[config.mk]
export PLATFORM = sky130hd
export DESIGN_NAME = instr_register_ctrl
export DESIGN_NICKNAME = d
export VERILOG_FILES = /design/src/rtl/instr_register_ctrl.sv
export SDC_FILE = /design/constraint.sdc
export NUM_CORES = 1
export LEC_CHECK = 0
export BUFFER_PORTS_ARGS = -buffer_cell sky130_fd_sc_hd__buf_2
export CORE_AREA = 4 4 105 107
export DETAILED_ROUTE_END_ITERATION = 7
export DIE_AREA = 0 0 109 111
export GPL_ROUTABILITY_DRIVEN = 0
export GPL_TIMING_DRIVEN = 1
export PLACE_DENSITY = 0.85
export SLEW_MARGIN = 20
export SYNTH_ARGS = -nofsm -noshare
export SYNTH_HDL_FRONTEND = slang
export SYNTH_SLANG_ARGS = --single-unit
export TNS_END_PERCENT = 10
[constraint.sdc]
create_clock -name clk -period 3.5 [get_ports clk]
set_input_delay 0.35 -clock clk [delete_from_list [all_inputs] [get_ports clk]]
set_output_delay 0.35 -clock clk [all_outputs]
set_load 0.03 [all_outputs]
[src/rtl/instr_register_ctrl.sv]
// Write arbiter and circular-queue sequencer for the instr_register array.
// Two round-robin requesters feed a registered write port; reads drain in order.

package instr_register_pkg;
  typedef enum logic [3:0] {ZERO, PASSA, PASSB, ADD, SUB, MULT, DIV, MOD} opcode_t;
  typedef logic signed [31:0] operand_t;
  typedef logic [4:0] address_t;
endpackage

module instr_register_ctrl
  import instr_register_pkg::*;
#(
  parameter int unsigned DEPTH = 32,
  parameter int unsigned CW    = $clog2(DEPTH) + 1
) (
  input  logic          clk,
  input  logic          reset_n,
  input  logic          flush,
  input  logic          req0_valid,
  output logic          req0_ready,
  input  opcode_t       req0_opcode,
  input  operand_t      req0_operand_a,
  input  operand_t      req0_operand_b,
  input  logic          req1_valid,
  output logic          req1_ready,
  input  opcode_t       req1_opcode,
  input  operand_t      req1_operand_a,
  input  operand_t      req1_operand_b,
  output logic          load_en,
  output address_t      write_pointer,
  output opcode_t       opcode,
  output operand_t      operand_a,
  output operand_t      operand_b,
  output address_t      read_pointer,
  output logic          rd_valid,
  input  logic          rd_ready,
  output logic [CW-1:0] count,
  output logic          full,
  output logic          empty,
  output logic          last_grant
);

  localparam address_t LastAddr = address_t'(DEPTH - 1);

  logic          load_en_q, load_en_d;
  address_t      write_pointer_q, write_pointer_d;
  opcode_t       opcode_q, opcode_d;
  operand_t      operand_a_q, operand_a_d;
  operand_t      operand_b_q, operand_b_d;
  address_t      read_pointer_q, read_pointer_d;
  address_t      wptr_q, wptr_d;
  logic [CW-1:0] count_q, count_d;
  logic          rr_q, rr_d;
  logic          last_grant_q, last_grant_d;

  logic gnt0, gnt1, accept, rd_fire;

  assign full       = count_q == CW'(DEPTH);
  assign empty      = count_q == '0;
  // An entry still being written this cycle is counted but not yet readable.
  assign rd_valid   = (count_q - CW'(load_en_q)) != '0;
  assign rd_fire    = rd_valid && rd_ready;
  assign accept     = gnt0 || gnt1;
  assign req0_ready = gnt0;
  assign req1_ready = gnt1;

  assign load_en       = load_en_q;
  assign write_pointer = write_pointer_q;
  assign opcode        = opcode_q;
  assign operand_a     = operand_a_q;
  assign operand_b     = operand_b_q;
  assign read_pointer  = read_pointer_q;
  assign count         = count_q;
  assign last_grant    = last_grant_q;

  always_comb begin
    gnt0 = 1'b0;
    gnt1 = 1'b0;
    if (!full && !flush) begin
      if (req0_valid && req1_valid) begin
        gnt0 = !rr_q;
        gnt1 = rr_q;
      end else begin
        gnt0 = req0_valid;
        gnt1 = req1_valid;
      end
    end
  end

  always_comb begin
    load_en_d       = 1'b0;
    write_pointer_d = write_pointer_q;
    opcode_d        = opcode_q;
    operand_a_d     = operand_a_q;
    operand_b_d     = operand_b_q;
    read_pointer_d  = read_pointer_q;
    wptr_d          = wptr_q;
    count_d         = count_q;
    rr_d            = rr_q;
    last_grant_d    = last_grant_q;
    if (flush) begin
      read_pointer_d = '0;
      wptr_d         = '0;
      count_d        = '0;
      rr_d           = 1'b0;
    end else begin
      if (accept) begin
        load_en_d       = 1'b1;
        write_pointer_d = wptr_q;
        opcode_d        = gnt0 ? req0_opcode    : req1_opcode;
        operand_a_d     = gnt0 ? req0_operand_a : req1_operand_a;
        operand_b_d     = gnt0 ? req0_operand_b : req1_operand_b;
        wptr_d          = (wptr_q == LastAddr) ? '0 : wptr_q + address_t'(1);
        rr_d            = gnt0;
        last_grant_d    = gnt1;
      end
      if (rd_fire) begin
        read_pointer_d = (read_pointer_q == LastAddr) ? '0 : read_pointer_q + address_t'(1);
      end
      unique case ({accept, rd_fire})
        2'b10:   count_d = count_q + CW'(1);
        2'b01:   count_d = count_q - CW'(1);
        default: count_d = count_q;
      endcase
    end
  end

  always_ff @(posedge clk or negedge reset_n) begin
    if (!reset_n) begin
      load_en_q       <= 1'b0;
      write_pointer_q <= '0;
      opcode_q        <= ZERO;
      operand_a_q     <= '0;
      operand_b_q     <= '0;
      read_pointer_q  <= '0;
      wptr_q          <= '0;
      count_q         <= '0;
      rr_q            <= 1'b0;
      last_grant_q    <= 1'b0;
    end else begin
      load_en_q       <= load_en_d;
      write_pointer_q <= write_pointer_d;
      opcode_q        <= opcode_d;
      operand_a_q     <= operand_a_d;
      operand_b_q     <= operand_b_d;
      read_pointer_q  <= read_pointer_d;
      wptr_q          <= wptr_d;
      count_q         <= count_d;
      rr_q            <= rr_d;
      last_grant_q    <= last_grant_d;
    end
  end

endmodule

# After elaboration in Yosys (flattened, before gate mapping)
# Cells that the tools add are included.
[word_totals]
ff_bits = 92
word_cells = 53
[op_classes]
add_sub_neg = 5
eq_ne = 5
mux = 19
bitwise = 1
reduce_logical = 13
[op_table]
columns = ["operator", "n"]
rows = [
  ["$mux W32", 2],
  ["$mux W5", 6],
  ["$pmux W6 S2", 1],
  ["$add A5 B1 Y5 const B", 2],
  ["$eq A5 B5 Y1 const B", 2],
  ["$mux W1", 8],
  ["$add A6 B1 Y6 const B", 1],
  ["$eq A6 B6 Y1 const B", 1],
  ["$logic_not A6 Y1", 1],
  ["$mux W6", 1],
  ["$reduce_bool A6 Y1", 1],
  ["$sub A6 B1 Y6", 1],
  ["$sub A6 B1 Y6 const B", 1],
  ["$mux W4", 1],
  ["$reduce_bool A2 Y1", 2],
  ["$logic_and A1 B1 Y1", 3],
  ["$logic_not A1 Y1", 3],
  ["$reduce_bool A3 Y1", 1],
  ["$eq A2 B1 Y1 const B", 1],
  ["$eq A2 B2 Y1 const B", 1],
  ["$reduce_and A2 Y1", 1],
  ["$logic_or A1 B1 Y1", 1],
  ["$not A1 Y1", 1],
]

# Longest topological paths before layout
# Gate-level depths: netlist of the first run.
[depth]
ltp_word = 8
mapped_depth = 13
mapped_depth_nobuf = 11

# Worst setup path after synthesis of the first run
# No wires, ideal clock.
[synth_timing]
path_kind = "flip-flop to flip-flop"
start = "register count_q[1] (netlist: count[1])"
end = "register count_q[5] (netlist: count[5])"
setup_ns = 0.131
t_arrival_ns = 3.044
t_required_ns = 3.369
path_slack_ns = 0.325
path_stages_with_launch = 13
path_buffers = 2
synth_period_minus_slack_ns = 3.175
cell_sequence = "dfrtp_1 > or3_4 > o311ai_4 > buf_6 > inv_4 > buf_6 > nor2_1 > ha_1 > a211oi_1 > o21ai_0 > a211oi_2 > o21ai_0 > nor3b_2"
[synth_via]
elab_chain_cells = 8
word_cells_on_any_way = 16
cone_classes = "add/sub (3); eq/ne (3); mux (4); reduce/logical (6)"
[synth_rtl]
columns = ["element", "line", "text"]
rows = [
  ["from (decl)", "52", "logic [CW-1:0] count_q, count_d;"],
  ["from (signal assigned)", "148", "count_q <= count_d;"],
  ["branches (longest 8 deep; another with $sub A6 B1 Y6)", "--", ""],
]
# Several ways; the timed one is not identified.
# A chain may end at the register's enable or synchronous reset.

# Worst setup path in the final report of the first run
# Same ends and word-level chain as after synthesis.

==> qor.yml, run 1 <==
multi_input_area_um2: 2027
track_usage_pct: 19.06
max_freq_mhz: 325.9
cts_resized: 0
synth_warnings: 0
drv_slew: 0
max_slew_margin_pct: 36.61
grt_pass1_vias: 3874
core_area_um2: 10140
clockBufferDepth: 2
hold_slack_ns: 0.1438
synth_top_area_cell: "dfrtp_1"
startpoint_type: "flop"
skew_ns: 0.007459
rsz0062_at_grt: "false"
ir_worst_vdd_mv: 0.5194
num_rows: 37
wl_per_cell_um: 14.79
synth_nets: 591
crit_path_end_kind: "flop"
cts-htree-levels: 3
seq_area_frac_synth_pct: 51.35
crit_fanout: 12
drive_gt1_share_pct: 40.03
fin_ws_ns: 0.4317
syn_area_um2: 4483
grt_pass1_wl_um: 18620
syn2layout_area_growth_pct: 32.82
first_pass_iters: 4
finalHoldViolCount: 0
place_hpwl_um: 9232
yosys_most_used_dff: "dfrtp_1"
start_util_pct: 44.22
mostFrequentLayoutCell: "buf_2"
clk_latency_ns: 0.34
hp-class: "input port to async pin"
finalSetupViolations: 0
ant_nets: 0
cts_buffers: 9
cts_hold_buf: 0
yosysTopAreaCellShare_pct: 51.35
status: "completed"
pin_count: 233
preCtsSetupSlack_ns: 0.4585
finalWirelength_um: 11800
synth_edf_count: 0
die-area_um2: 12100
async_flop_share_pct: 100.0
layout_common_cells: "buf_2 (231), dfrtp_1 (92), nand2_1 (88)"
cts.sinks: 92
cts_tree: "yes"
maxCapViolCount: 0
antenna_cells: 0
die_w_um: 109
path_clk_slew_ns: 0.09
viasPerCell: 4.941
vias: 3943
powerDensity_nw_per_um2: 731.1
cp.required_ns: 3.72
port_buffers: 232
gr-total-overflow: 0
seqCellArea_um2: 2302
reg2reg_slack_ns: 0.43
syn_area_per_cell_um2: 10.21
final_nets: 810
synthCells: 439
detailedRoute.firstIterationViolations: 155
synth_area_leaders: "dfrtp_1 (51%), mux2i_1 (16%), o21ai_0 (8.4%)"
arrival_ns: 3.29
ys_ff_latch: 92
cts_setup_buffers: 0
die_h_um: 111
min_period_over_period_pct: 87.67
fill_cells: 883
synth.distinct_cells: 35
drc: 0
power.static_leakage_nw: 3.086
tns_ns: 0
worst_slew_pin_slew_ns: 0.9508
antenna_found_initial: 0
clock-root-buffer: "clkbuf_8"
grt_max_degree: 84
crit_type: "flop to flop"
finalCriticalPeriod_ns: 3.068
## where the power goes
group	leakage, nW	internal, mW	switching (mW)
Combinational	1.82	0.649	1.35
Sequential	1.16	1.37	0.200
Clock	0.111	0.436	0.353
Total	3.09	2.45	1.90
## worst max-delay path: stages, from the launching register on
cell	delay, ns
dfrtp_1	0.46
or3_4	0.45
o311ai_4	0.33
inv_4	0.14
nor2_1	0.33
ha_1	0.33
a211oi_1	0.26
o21ai_0	0.16
a211oi_2	0.22
o21ai_0	0.11
nor3b_2	0.16
## cells in the mapped netlist (2+ instances only)
master and instances:
nand2_1 88, nor2_1 14, or4b_2 2, a211oi_1 2, a21o_1 2, xnor2_1 4
a31o_2 2, mux2i_1 73, nor3_1 6, buf_6 2, or2_2 3, dfrtp_1 92
and3_1 3, nand3_1 3, ha_1 9, or4_1 2, o21ai_0 75, inv_1 5
a21oi_1 12, buf_2 11, clkbuf_1 14, a31oi_1 2
## path summary, 6_finish.rpt
check	cells after the start	end	startpoint
worst max-delay path	10	count[5]$_DFFE_PN0P_	count[1]$_DFFE_PN0P_
worst min-delay path	1	operand_b[10]$_DFFE_PN0P_	reset_n
worst max register to register	10	count[5]$_DFFE_PN0P_	count[1]$_DFFE_PN0P_
worst min register to register	2	operand_a[24]$_DFFE_PN0P_	operand_a[24]$_DFFE_PN0P_
max in group asynchronous	2	operand_a[7]$_DFFE_PN0P_	reset_n
min in group clk	3	last_grant$_DFFE_PN0P_	req1_valid
## flip-flops by register name (all words and copies together), names as in the netlist
signal         flops
wptr_q             5
count              6
last_grant         1
read_pointer       5
rr_q               1
operand_b         32
write_pointer      5
operand_a         32
load_en            1
opcode             4
## cell families (layout without fill, tap and decap cells)
group | Yosys count | after routing | synth area share (%)
AOI/OAI and AO/OA | 98 | 98 | 12.11
buffers and inverters | 34 | 257 | 3.544
adders and majority gates | 10 | 10 | 2.958
and+or+nand+nor | 127 | 127 | 12.34
xor gates and xnor gates | 5 | 5 | 1.395
muxes | 73 | 73 | 16.30
DFF | 92 | 92 | 51.35
## metal layers
| metal | up-vias | part of all wire (%) | GRT usage (%) |
|---|---|---|---|
| li1 | 1958 | - | - |
| met1 | 1826 | 39 | 22.28 |
| met2 | 139 | 53 | 34.52 |
| met3 | 20 | 6.9 | 3.727 |
| met4 | 0 | 1.7 | 5.892 |
| met5 | - | 0 | 0 |
## stage by stage
step                      power (mW)  utilization, %  cells  instance area (um2)
after floorplan                2.971               -    439                 4483
after global placement         3.521           56.52    783                 5731
after detailed placement       3.609           56.52    783                 5731
after CTS                      4.404           58.73    798                 5954
after global routing           4.627           58.73    798                 5954
final                          4.353           58.73    798                 5954
## layout make-up
cell class	instances	share of cell area (%)
Tap cell	136	2.858
Clock buffer	11	2.543
Timing Repair Buffer	236	20.26
Sequential cell	92	38.66
Clock inverter	4	1.219
Multi-Input combinational cell	313	34.04
Inverter	6	0.4203
Power figures use the tool's default switching activity.
==> inputs of run 2 (changes only) <==
CORE_AREA = 2 2 103 105   (was 4 4 105 107)
DIE_AREA = 0 0 105 107   (was 0 0 109 111)
RECOVER_POWER = 25   (was default)
==> qor.yml, run 2 (synthesized netlist as in run 1, its figures left out) <==
seqCellArea_um2: 2302  # unchanged
cts_setup_buffers: 0  # unchanged
cts.sinks: 92  # unchanged
place_hpwl_um: 8390  # was 9232 um
finalSetupViolations: 0  # unchanged
cp_top_family: "compound AO/OA/AOI/OAI gates"  # unchanged
grt_pass1_wl_um: 18190  # was 18620 um
detailedRoute.firstIterationViolations: 154  # was 155
syn2layout_area_growth_pct: 31.73  # was 32.82%
hp-class: "input port to flop"  # was input port to async pin
drv_slew: 93  # was 0
crit_type: "flop to flop"  # unchanged
finalCriticalPeriod_ns: 3.105  # was 3.068 ns
rsz0062_at_grt: "false"  # unchanged
maxCapViolCount: 1  # was 0
crit_top_cell: "o21ai_0"  # unchanged
die_w_um: 105  # was 109 um
finalWirelength_um: 11280  # was 11800 um
cp.required_ns: 3.73  # was 3.72 ns
clock-root-buffer: "clkbuf_8"  # unchanged
first_pass_iters: 6  # was 4
viasPerCell: 5.039  # was 4.941
powerDensity_nw_per_um2: 717.7  # was 731.1 nW/um2
skew_ns: 0.008703  # was 0.007459 ns
path_clk_slew_ns: 0.09  # about the same
antenna_found_initial: 0  # unchanged
max_freq_mhz: 322.0  # was 325.9 MHz
pin_count: 233  # unchanged
clk_latency_ns: 0.35  # was 0.34 ns
multi_input_area_um2: 2027  # unchanged
final_nets: 808  # was 810
cts-htree-levels: 3  # unchanged
antenna_cells: 0  # unchanged
ir_worst_vdd_mv: 0.4047  # was 0.5194 mV
cts_tree: "yes"  # unchanged
power.static_leakage_nw: 3.058  # was 3.086 nW
arrival_ns: 3.34  # was 3.29 ns
crit_fanout: 12  # unchanged
drive_gt1_share_pct: 39.79  # was 40.03%
ant_nets: 0  # unchanged
track_usage_pct: 19.87  # was 19.06%
die_h_um: 107  # was 111 um
num_rows: 37  # unchanged
drc: 0  # unchanged
core_area_um2: 10090  # was 10140 um2
crit_path_top_delay_cell: "dfrtp_1"  # unchanged
max_slew_margin_pct: -49.80  # was 36.61%
gr-total-overflow: 0  # unchanged
cp_slowest_stage_delay_ns: 0.46  # about the same
grt_max_degree: 151  # was 84
vias: 4016  # was 3943
fill_cells: 882  # was 883
finalHoldViolCount: 0  # unchanged
worst_slew_pin_slew_ns: 2.247  # was 0.9508 ns
power_mw: 4.239  # was 4.353 mW
clockBufferDepth: 2  # unchanged
port_buffers: 232  # unchanged
crit_path_end_kind: "flop"  # unchanged
mostFrequentLayoutCell: "buf_2"  # unchanged
tns_ns: 0  # unchanged
startpoint_type: "flop"  # unchanged
fin_area_um2: 5906  # was 5954 um2
min_period_over_period_pct: 88.73  # was 87.67%
status: "finished with violations"  # was completed
die-area_um2: 11240  # was 12100 um2
wl_per_cell_um: 14.15  # was 14.79 um
placed_area_um2: 5715  # was 5731 um2
cp_num_buf_inv: 1  # unchanged
cts_resized: 0  # unchanged
violations: "max-capacitance violations, max-slew violations"
path_cells: "or3_4, o311ai_4, inv_4, nor2_1, ha_1, a211oi_1, o21ai_0, a211oi_2, o21ai_0, nor3b_2"  # unchanged
start_util_pct: 44.42  # was 44.22%
cts_buffers: 9  # unchanged
grt_pass1_vias: 4032  # was 3874
layout_common_cells: "buf_2 (231), dfrtp_1 (92), nand2_1 (88)"  # unchanged
post-route-util_pct: 58.52  # was 58.73%
cts_hold_buf: 0  # unchanged
## run 2: changes by cell type in the layout (fill, tap and decap cells not counted), sizes merged
cell / delta
clkinvlp: +1
buf: -3
clkbuf: +3
bufinv: -2
## run 2: where the power goes
part / internal [mW] / switching, mW / leakage, nW / total [mW]
registers: 1.37 / 0.192 / 1.16 / 1.56
clock network: 0.316 / 0.360 / 0.0917 / 0.677
logic: 0.647 / 1.36 / 1.81 / 2.00
## run 2: final timing paths
check,start,to,slack [ns],cells past startpoint
min in group asynchronous,reset_n,operand_b[14]$_DFFE_PN0P_,0.63,1
hold reg to reg,operand_b[27]$_DFFE_PN0P_,operand_b[27]$_DFFE_PN0P_,0.48,2
max in group asynchronous,reset_n,operand_a[5]$_DFFE_PN0P_,1.50,1
hold / removal,req1_operand_b[14],operand_b[14]$_DFFE_PN0P_,0.28,3
setup reg to reg,count[1]$_DFFE_PN0P_,count[5]$_DFFE_PN0P_,0.39,10
setup / recovery,count[1]$_DFFE_PN0P_,count[5]$_DFFE_PN0P_,0.39,10
## run 2: per-stage QoR
stage | hold slack, ns | std cells | setup WS, ns
after floorplan | 0.05441 | 439 | 0.3250
after global placement | 0.4565 | 781 | 0.5924
after detailed placement | 0.4600 | 781 | 0.4480
after CTS | 0.2472 | 797 | 0.4336
after global routing | 0.2773 | 797 | 0.2136
final | 0.2819 | 797 | 0.3946
## run 2: per-layer routing
| layer | GRT usage [%] | vias to the layer above | part of all wire [%] |
|---|---|---|---|
| met5 | 0 | - | 0 |
| met4 | 9.238 | 0 | 2.6 |
| met3 | 3.222 | 28 | 5.1 |
| met2 | 36.04 | 158 | 52 |
| met1 | 22.96 | 1879 | 40 |
| li1 | - | 1951 | - |
## run 2: cell type report
class | count | share of cell area [%]
repair buffers | 234 | 20.19
inverters | 6 | 0.4237
well taps | 136 | 2.881
clock buffers | 13 | 2.860
clock inverters | 3 | 0.3390
multi-input cells | 313 | 34.32
flip-flops and latches | 92 | 38.98
## run 2: tightest hold or removal path: stages
cell	delay, ns
buf_2	0.07
mux2i_1	0.05
o21ai_0	0.12
